$ cat src/rtl/fifo_pkg.sv
// Shared FIFO datapath constants and the word packer FSM state type.
package fifo_pkg;

   localparam int FIFO_WIDTH   = 16;
   localparam int FIFO_DEPTH   = 8;
   localparam int PACK_DEFAULT = 4;

   typedef enum logic [0:0] {
      S_FILL  = 1'b0,
      S_FLUSH = 1'b1
   } packer_state_e;

endpackage

$ cat src/rtl/fifo_word_packer.sv
// Packs PACK FIFO words into one wide beat; a flush emits the partial beat. First beat valid PACK+1 cycles after the first read.
// Backpressure: one beat held in the output register plus a full accumulator, then FIFO reads stop until the output frees.
module fifo_word_packer
   import fifo_pkg::*;
#(
   parameter int IN_WIDTH  = FIFO_WIDTH,
   parameter int PACK      = PACK_DEFAULT,
   parameter int OUT_WIDTH = IN_WIDTH * PACK,
   parameter int CW        = $clog2(PACK + 1)
) (
   input  logic                 clk,
   input  logic                 rst_n,
   input  logic                 fifo_empty,
   input  logic [IN_WIDTH-1:0]  fifo_data,
   output logic                 fifo_rd_en,
   input  logic                 flush,
   output logic                 out_valid,
   input  logic                 out_ready,
   output logic [OUT_WIDTH-1:0] out_data,
   output logic [CW-1:0]        out_words,
   output logic                 busy
);

   localparam logic [CW-1:0] PACK_C    = CW'(PACK);
   localparam logic [CW-1:0] PACK_M1_C = CW'(PACK - 1);
   localparam logic [CW-1:0] ONE_C     = CW'(1);

   packer_state_e        state_q, state_d;
   logic [OUT_WIDTH-1:0] acc_q, acc_d;
   logic [CW-1:0]        cnt_q, cnt_d;
   logic                 pending_q, pending_d;
   logic                 out_valid_q, out_valid_d;
   logic [OUT_WIDTH-1:0] out_data_q, out_data_d;
   logic [CW-1:0]        out_words_q, out_words_d;

   logic                 out_free;
   logic                 load_out;
   logic                 room;
   logic                 rd_en;
   logic [OUT_WIDTH-1:0] acc_w;
   logic [CW-1:0]        cnt_n;
   logic                 fill_emit;
   logic                 flush_emit;

   // Read issue: keep at most PACK words committed (held + in flight),
   // except that the last lane may be refilled when its beat leaves this edge.
   always_comb begin
      out_free = !out_valid_q || out_ready;
      load_out = pending_q && (cnt_q == PACK_M1_C) && out_free;
      room     = ({1'b0, cnt_q} + {{CW{1'b0}}, pending_q}) < {1'b0, PACK_C};
      rd_en    = rst_n && !fifo_empty && (state_q == S_FILL) && (room || load_out);
   end

   // Accumulator view with this cycle's returning word already in place.
   always_comb begin
      acc_w = acc_q;
      cnt_n = cnt_q;
      if (pending_q) begin
         acc_w[cnt_q*IN_WIDTH +: IN_WIDTH] = fifo_data;
         cnt_n = cnt_q + ONE_C;
      end
   end

   always_comb begin
      fill_emit   = (cnt_n == PACK_C) && out_free;
      flush_emit  = (state_q == S_FLUSH) && (cnt_n != '0) && out_free;

      acc_d       = acc_w;
      cnt_d       = cnt_n;
      pending_d   = rd_en;
      out_valid_d = out_valid_q && !out_ready;
      out_data_d  = out_data_q;
      out_words_d = out_words_q;

      // acc is cleared on every emit, so a partial beat has zeroed upper lanes.
      if (fill_emit || flush_emit) begin
         out_valid_d = 1'b1;
         out_data_d  = acc_w;
         out_words_d = cnt_n;
         acc_d       = '0;
         cnt_d       = '0;
      end
   end

   always_comb begin
      state_d = state_q;
      case (state_q)
         S_FILL: begin
            if (flush) begin
               state_d = S_FLUSH;
            end
         end
         S_FLUSH: begin
            if ((cnt_n == '0) || out_free) begin
               state_d = S_FILL;
            end
         end
         default: state_d = S_FILL;
      endcase
   end

   always_ff @(posedge clk or negedge rst_n) begin
      if (!rst_n) begin
         state_q     <= S_FILL;
         acc_q       <= '0;
         cnt_q       <= '0;
         pending_q   <= 1'b0;
         out_valid_q <= 1'b0;
         out_data_q  <= '0;
         out_words_q <= '0;
      end else begin
         state_q     <= state_d;
         acc_q       <= acc_d;
         cnt_q       <= cnt_d;
         pending_q   <= pending_d;
         out_valid_q <= out_valid_d;
         out_data_q  <= out_data_d;
         out_words_q <= out_words_d;
      end
   end

   assign fifo_rd_en = rd_en;
   assign out_valid  = out_valid_q;
   assign out_data   = out_data_q;
   assign out_words  = out_words_q;
   assign busy       = (cnt_q != '0) || pending_q || (state_q == S_FLUSH);

endmodule

$ cat config.mk
export PLATFORM = sky130hd
export DESIGN_NAME = fifo_word_packer
export DESIGN_NICKNAME = d
export VERILOG_FILES = /design/src/rtl/fifo_pkg.sv /design/src/rtl/fifo_word_packer.sv
export SDC_FILE = /design/constraint.sdc
export NUM_CORES = 1
export LEC_CHECK = 0
export CAP_MARGIN = 15
export CORE_UTILIZATION = 53
export DETAILED_ROUTE_END_ITERATION = 16
export PLACE_DENSITY_LB_ADDON = 0.25
export SETUP_SLACK_MARGIN = 0.4
export SYNTH_ARGS = -nofsm -noshare
export SYNTH_HDL_FRONTEND = slang
export SYNTH_SLANG_ARGS = --single-unit
$ cat constraint.sdc
create_clock -name clk -period 2.9 [get_ports clk]
set_input_delay 0.29 -clock clk [delete_from_list [all_inputs] [get_ports clk]]
set_output_delay 0.29 -clock clk [all_outputs]
set_load 0.05 [all_outputs]
### Yosys cells after proc, flatten, opt, wreduce, memory -nomap -nowiden

Index checks and enable logic that the tools add are counted.

* $add $sub $neg: 3
* order comparisons: 1
* equal/unequal tests: 2
* shifts and indexed selects: 2
* multiplexer cells: 9
* bitwise gates (word level): 1
* reductions and logical operators: 21

Operators with widths (count)
* $mux 64: 2
* $bwmux 64: 1
* $shift 16x34->64 const A: 1
* $shiftx 16x34->64: 1
* $neg 7->34: 1
* $logic_and 1x1->1: 9
* $logic_or 1x1->1: 6
* $mux 3: 2
* $reduce_bool 3->1: 2
* $add 3x1->4: 1
* $lt 4x3->1 const B: 1
* $add 3x1->3 const B: 1
* $eq 3x2->1 const B: 1
* $eq 3x3->1 const B: 1
* $logic_not 1->1: 3
* $logic_not 3->1: 1
* $mux 1: 3
* $pmux 1 s2: 1
* $not 1->1: 1

* flip-flop bits (word level): 137
* output and inout bits: 70
* word-level logic and storage cells: 46

### Depth between registers and ports, before layout

* word-level depth: 7
* mapped depth: 9
* mapped depth without buffers: 7

### Least setup slack after synthesis

No wires, ideal clock.

* path kind: reg2reg
* from: register out_valid_q (netlist: out_valid)
* to: register pending_q
* arrival time: 2.532 ns
* required time: 2.602 ns
* slack: 0.069 ns
* stages on the path, launching flop included: 4
* period minus slack after synthesis: 2.831 ns
* cells stage by stage: dfrtp_1 nand2b_1 a31oi_1 nor4b_1

* word-level cells in the longest chain between the ends: 5

RTL lines
* start: declaration: RTL line fifo_word_packer.sv:32 `logic out_valid_q, out_valid_d;`
* start signal: assignment: RTL line fifo_word_packer.sv:116 `out_valid_q <= out_valid_d;`
* $logic_not 1->1: RTL line fifo_word_packer.sv:48 `out_free = !out_valid_q || out_ready;`
* $logic_or 1x1->1: RTL line fifo_word_packer.sv:48
* $logic_and 1x1->1: RTL line fifo_word_packer.sv:49 `load_out = pending_q && (cnt_q == PACK_M1_C) && out_free;`
* $logic_or 1x1->1: RTL line fifo_word_packer.sv:51 `rd_en = rst_n && !fifo_empty && (state_q == S_FILL) && (room || load_out);`
* $logic_and 1x1->1: RTL line fifo_word_packer.sv:51
* net fifo_rd_en: RTL line fifo_word_packer.sv:15 `output logic fifo_rd_en,`
* end signal: assignment: RTL line fifo_word_packer.sv:115 `pending_q <= pending_d;`
* end: declaration: RTL line fifo_word_packer.sv:31 `logic pending_q, pending_d;`

The timed path passes the listed nets, and every way through them passes these cells.
A chain may end at the register's enable or synchronous reset.

### Worst setup path in the final report

* from: register cnt_q[0]
* to: register out_data_q[25] (netlist: out_data[25])

* word-level cells in the longest chain between the ends: 6
* elaborated cells on any way between the ends: 13
* those cells by class: add/sub (2); eq/ne (1); shift (2); mux (3); reduce/logical (5)

RTL lines
* start: declaration: RTL line fifo_word_packer.sv:30 `logic [CW-1:0] cnt_q, cnt_d;`
* start signal: assignment: RTL line fifo_word_packer.sv:114 `cnt_q <= cnt_d;`
* parallel branches: the longest is 6 deep, another holds $neg 7->34
* end signal: assignment: RTL line fifo_word_packer.sv:117 `out_data_q <= out_data_d;`
* end: declaration: RTL line fifo_word_packer.sv:33 `logic [OUT_WIDTH-1:0] out_data_q, out_data_d;`

Parallel ways; which one is timed is not known.

==> flow_summary.ini <==
[setup_path]
slowest_stage = dfrtp_1
end_kind = register
cp_cell_sequence = inv_1 -> ha_1 -> mux2_4 -> nor2_1 -> a31o_4 -> buf_4 -> mux2i_1
ff2ff_path_depth = 7
critPathKind = register to register
max_stage_delay_ns = 0.45
critPathTopFamily = multiplexers
r2r_end = out_data[25]
start_kind = register
worst-r2r-setup-slack_ns = 0.52
cp_max_fo = 12
cp_num_buf_inv = 2
arrival_ns = 2.81
timing.rr.start = cnt_q[0]
crit_required_ns = 3.33

[sta]
rsz0062_at_grt = false
hold_ws_ns = 0.339
fin_crit_sh_pct = 82.1
hold_violations = 0
slew_headroom_pct = 51.3
skew_ns = 0.00558
layout_min_cycle_time_ns = 2.38
setup-tns-final_ns = 0
setup_viol = 0
layout_setup_ws_ns = 0.518
slew_viol_final = 0
tightest_slew_ns = 0.731
max_freq_mhz = 420

[floorplan]
die_w_um = 105
core_um2 = 10300
fp-row-count = 37
die_h_um = 105
die_area_um2 = 11000
start_util_pct = 54.5
num_io_pins = 91

[yosys]
synth-seq-area-share_pct = 60.9
syn-instance-count = 457
postSynthAreaPerCell_um2 = 12.3
syn_area_um2 = 5630
yosys_register_bits = 137
yosysUniqueCellTypes = 28
synth.net_count = 483
ys.warnings.count = 0

[detailed_routing]
ant_nets = 0
drt_iter0_drc = 202
drt-pass1-iter-count = 4
drt_wl_total_um = 11400
vias = 3595
avgRoutedWirePerCell_um = 16.1
via_per_inst = 5.10
drc = 0

[cells_and_area]
final_common_cell = dfrtp_1
final_core_util_pct = 70.7
final_layout_size_suffix_gt1_share_pct = 8.26
syn2layout_area_growth_pct = 29.7
finalNetCount = 583
num_antenna_cells = 0
layout_common_cells = 137 x dfrtp_1, 128 x mux2i_1, 87 x clkdlybuf4s50_1

[global_routing]
grt.overflow.total = 0
grt_max_degree = 138
grt_pass1_wl_um = 18900
grt_usage_pct = 22.6
antenna_found_initial = 0
grt_pass1_vias = 3726

[clock_tree]
cts_tree = built
clock_latency_ns = 0.51
h-tree-depth = 4
root_buffer = clkbuf_8
clk_pin_slew_ns = 0.06
cts_buffers = 17
clkSinkCount = 137
clockBufferDepth = 2

[power_and_ir_drop]
power_leakage_nw = 3.55
power_density_nw_per_um2 = 1080
power_mw = 7.89
ir_worst_vdd_v = 0.000502

[place]
portBuffers = 90
gp_congestion = 0.788
dpl.hpwl_um = 7080
pre_cts_ws_ns = 0.371

[worst_hold_path]
hold_start = flush
min_to = state_q
hold_depth = 3
hp-class = primary input to register

[run]
drv_cap = 0

[status]
status = completed
state kept, by name (all words and copies together) (netlist names):
name / flops
acc_q: 64
out_data: 64
out_words: 3
out_valid: 1
state_q: 1
cnt_q: 3
pending_q: 1
worst max path at each step:
| stage | startpoint | slack, ns | cells after the start | endpoint |
|---|---|---|---|---|
| detailed placement | cnt_q[0] | 0.37 | 7 | out_data[43] |
| CTS | cnt_q[0] | 0.34 | 5 | fifo_rd_en |
| floorplan | cnt_q[0] | 0.61 | 8 | out_data[22] |
| global placement | out_ready | 0.46 | 5 | fifo_rd_en |
| global route | cnt_q[0] | 0.41 | 7 | out_data[25] |
| finish | cnt_q[0] | 0.52 | 7 | out_data[25] |
routing by layer:
layer / track usage, % / wire length (um)
met1: 32.2 / 5360
met2: 34.1 / 5170
met3: 4.68 / 621
met4: 8.95 / 213
met5: 0 / 0
per-stage QoR:
stage	instances	cell area [um^2]
finish	705	7300
global route	705	7300
global placement	671	6690
detailed placement	671	6690
floorplan	457	5630
CTS	705	7310
worst register-to-register path, stage by stage (launching register included):
cell and delay, ns:
dfrtp_1 0.45, inv_1 0.07, ha_1 0.36, mux2_4 0.31
nor2_1 0.31, a31o_4 0.31, buf_4 0.28, mux2i_1 0.22
synthesized netlist by cell type:
master     instances  share of area, %
a21oi_1            2              0.18
nor2b_1            4              0.44
o21a_1             1              0.13
mux2i_1          128                23
nand3_1            1             0.089
ha_1               5               1.1
nor4b_1            1              0.16
mux2_4             1              0.27
clkbuf_1           1             0.067
nand4_1            1              0.11
inv_1             72               4.8
nand2b_1           1              0.11
a211oi_1           1              0.13
a31oi_1            1              0.11
o2bb2ai_1          3              0.47
o2111a_1           1              0.20
nor4_1             1              0.11
dfrtp_1          137                61
o211a_1            1              0.18
buf_6              4              0.80
o21ai_0            1             0.089
o311ai_0           1              0.16
a31o_1             1              0.16
or2_2              1              0.11
and4b_1            1              0.18
buf_2             17               1.5
or3b_2             1              0.16
nor2_1            67               4.5
power breakdown:
part	leakage [nW]	switching (mW)	internal [mW]
registers	1.89	0.234	2.34
clock network	0.285	0.747	1.37
logic	1.38	2.08	1.12
total	3.55	3.06	4.83
what timing repair did:
action / 4_1_cts / 5_1_grt
hold buffers: 1 / 0
gates resized for setup: 5 / 4
setup endpoints to repair: 35 / 2
endpoints found under the hold margin: 137 / 0
cloned: 1 / 0
buffers inserted: 1 / 0
pin swaps: 1 / 0
final cells by class:
| class | instances | area [um^2] |
|---|---|---|
| multi-input combinational | 227 | 1820 |
| tap | 136 | 170 |
| clock inverter | 7 | 116 |
| timing repair buffer | 102 | 1020 |
| clock buffer | 24 | 470 |
| inverter | 72 | 270 |
| sequential | 137 | 3430 |
| fill | 751 | 3030 |
kinds of logic (layout without fill, tap and decap cells):
logic type | after synthesis | count (layout) | synth area share, %
AO/OA/AOI/OAI | 13 | 14 | 1.80
adder cells (fa/ha/maj) | 5 | 5 | 1.11
buffers and inverters | 94 | 205 | 7.18
flip-flops | 137 | 137 | 60.9
multiplexers | 129 | 129 | 23.0
AND/OR/NAND/NOR | 79 | 79 | 5.94
Power figures use the tool's default switching activity.
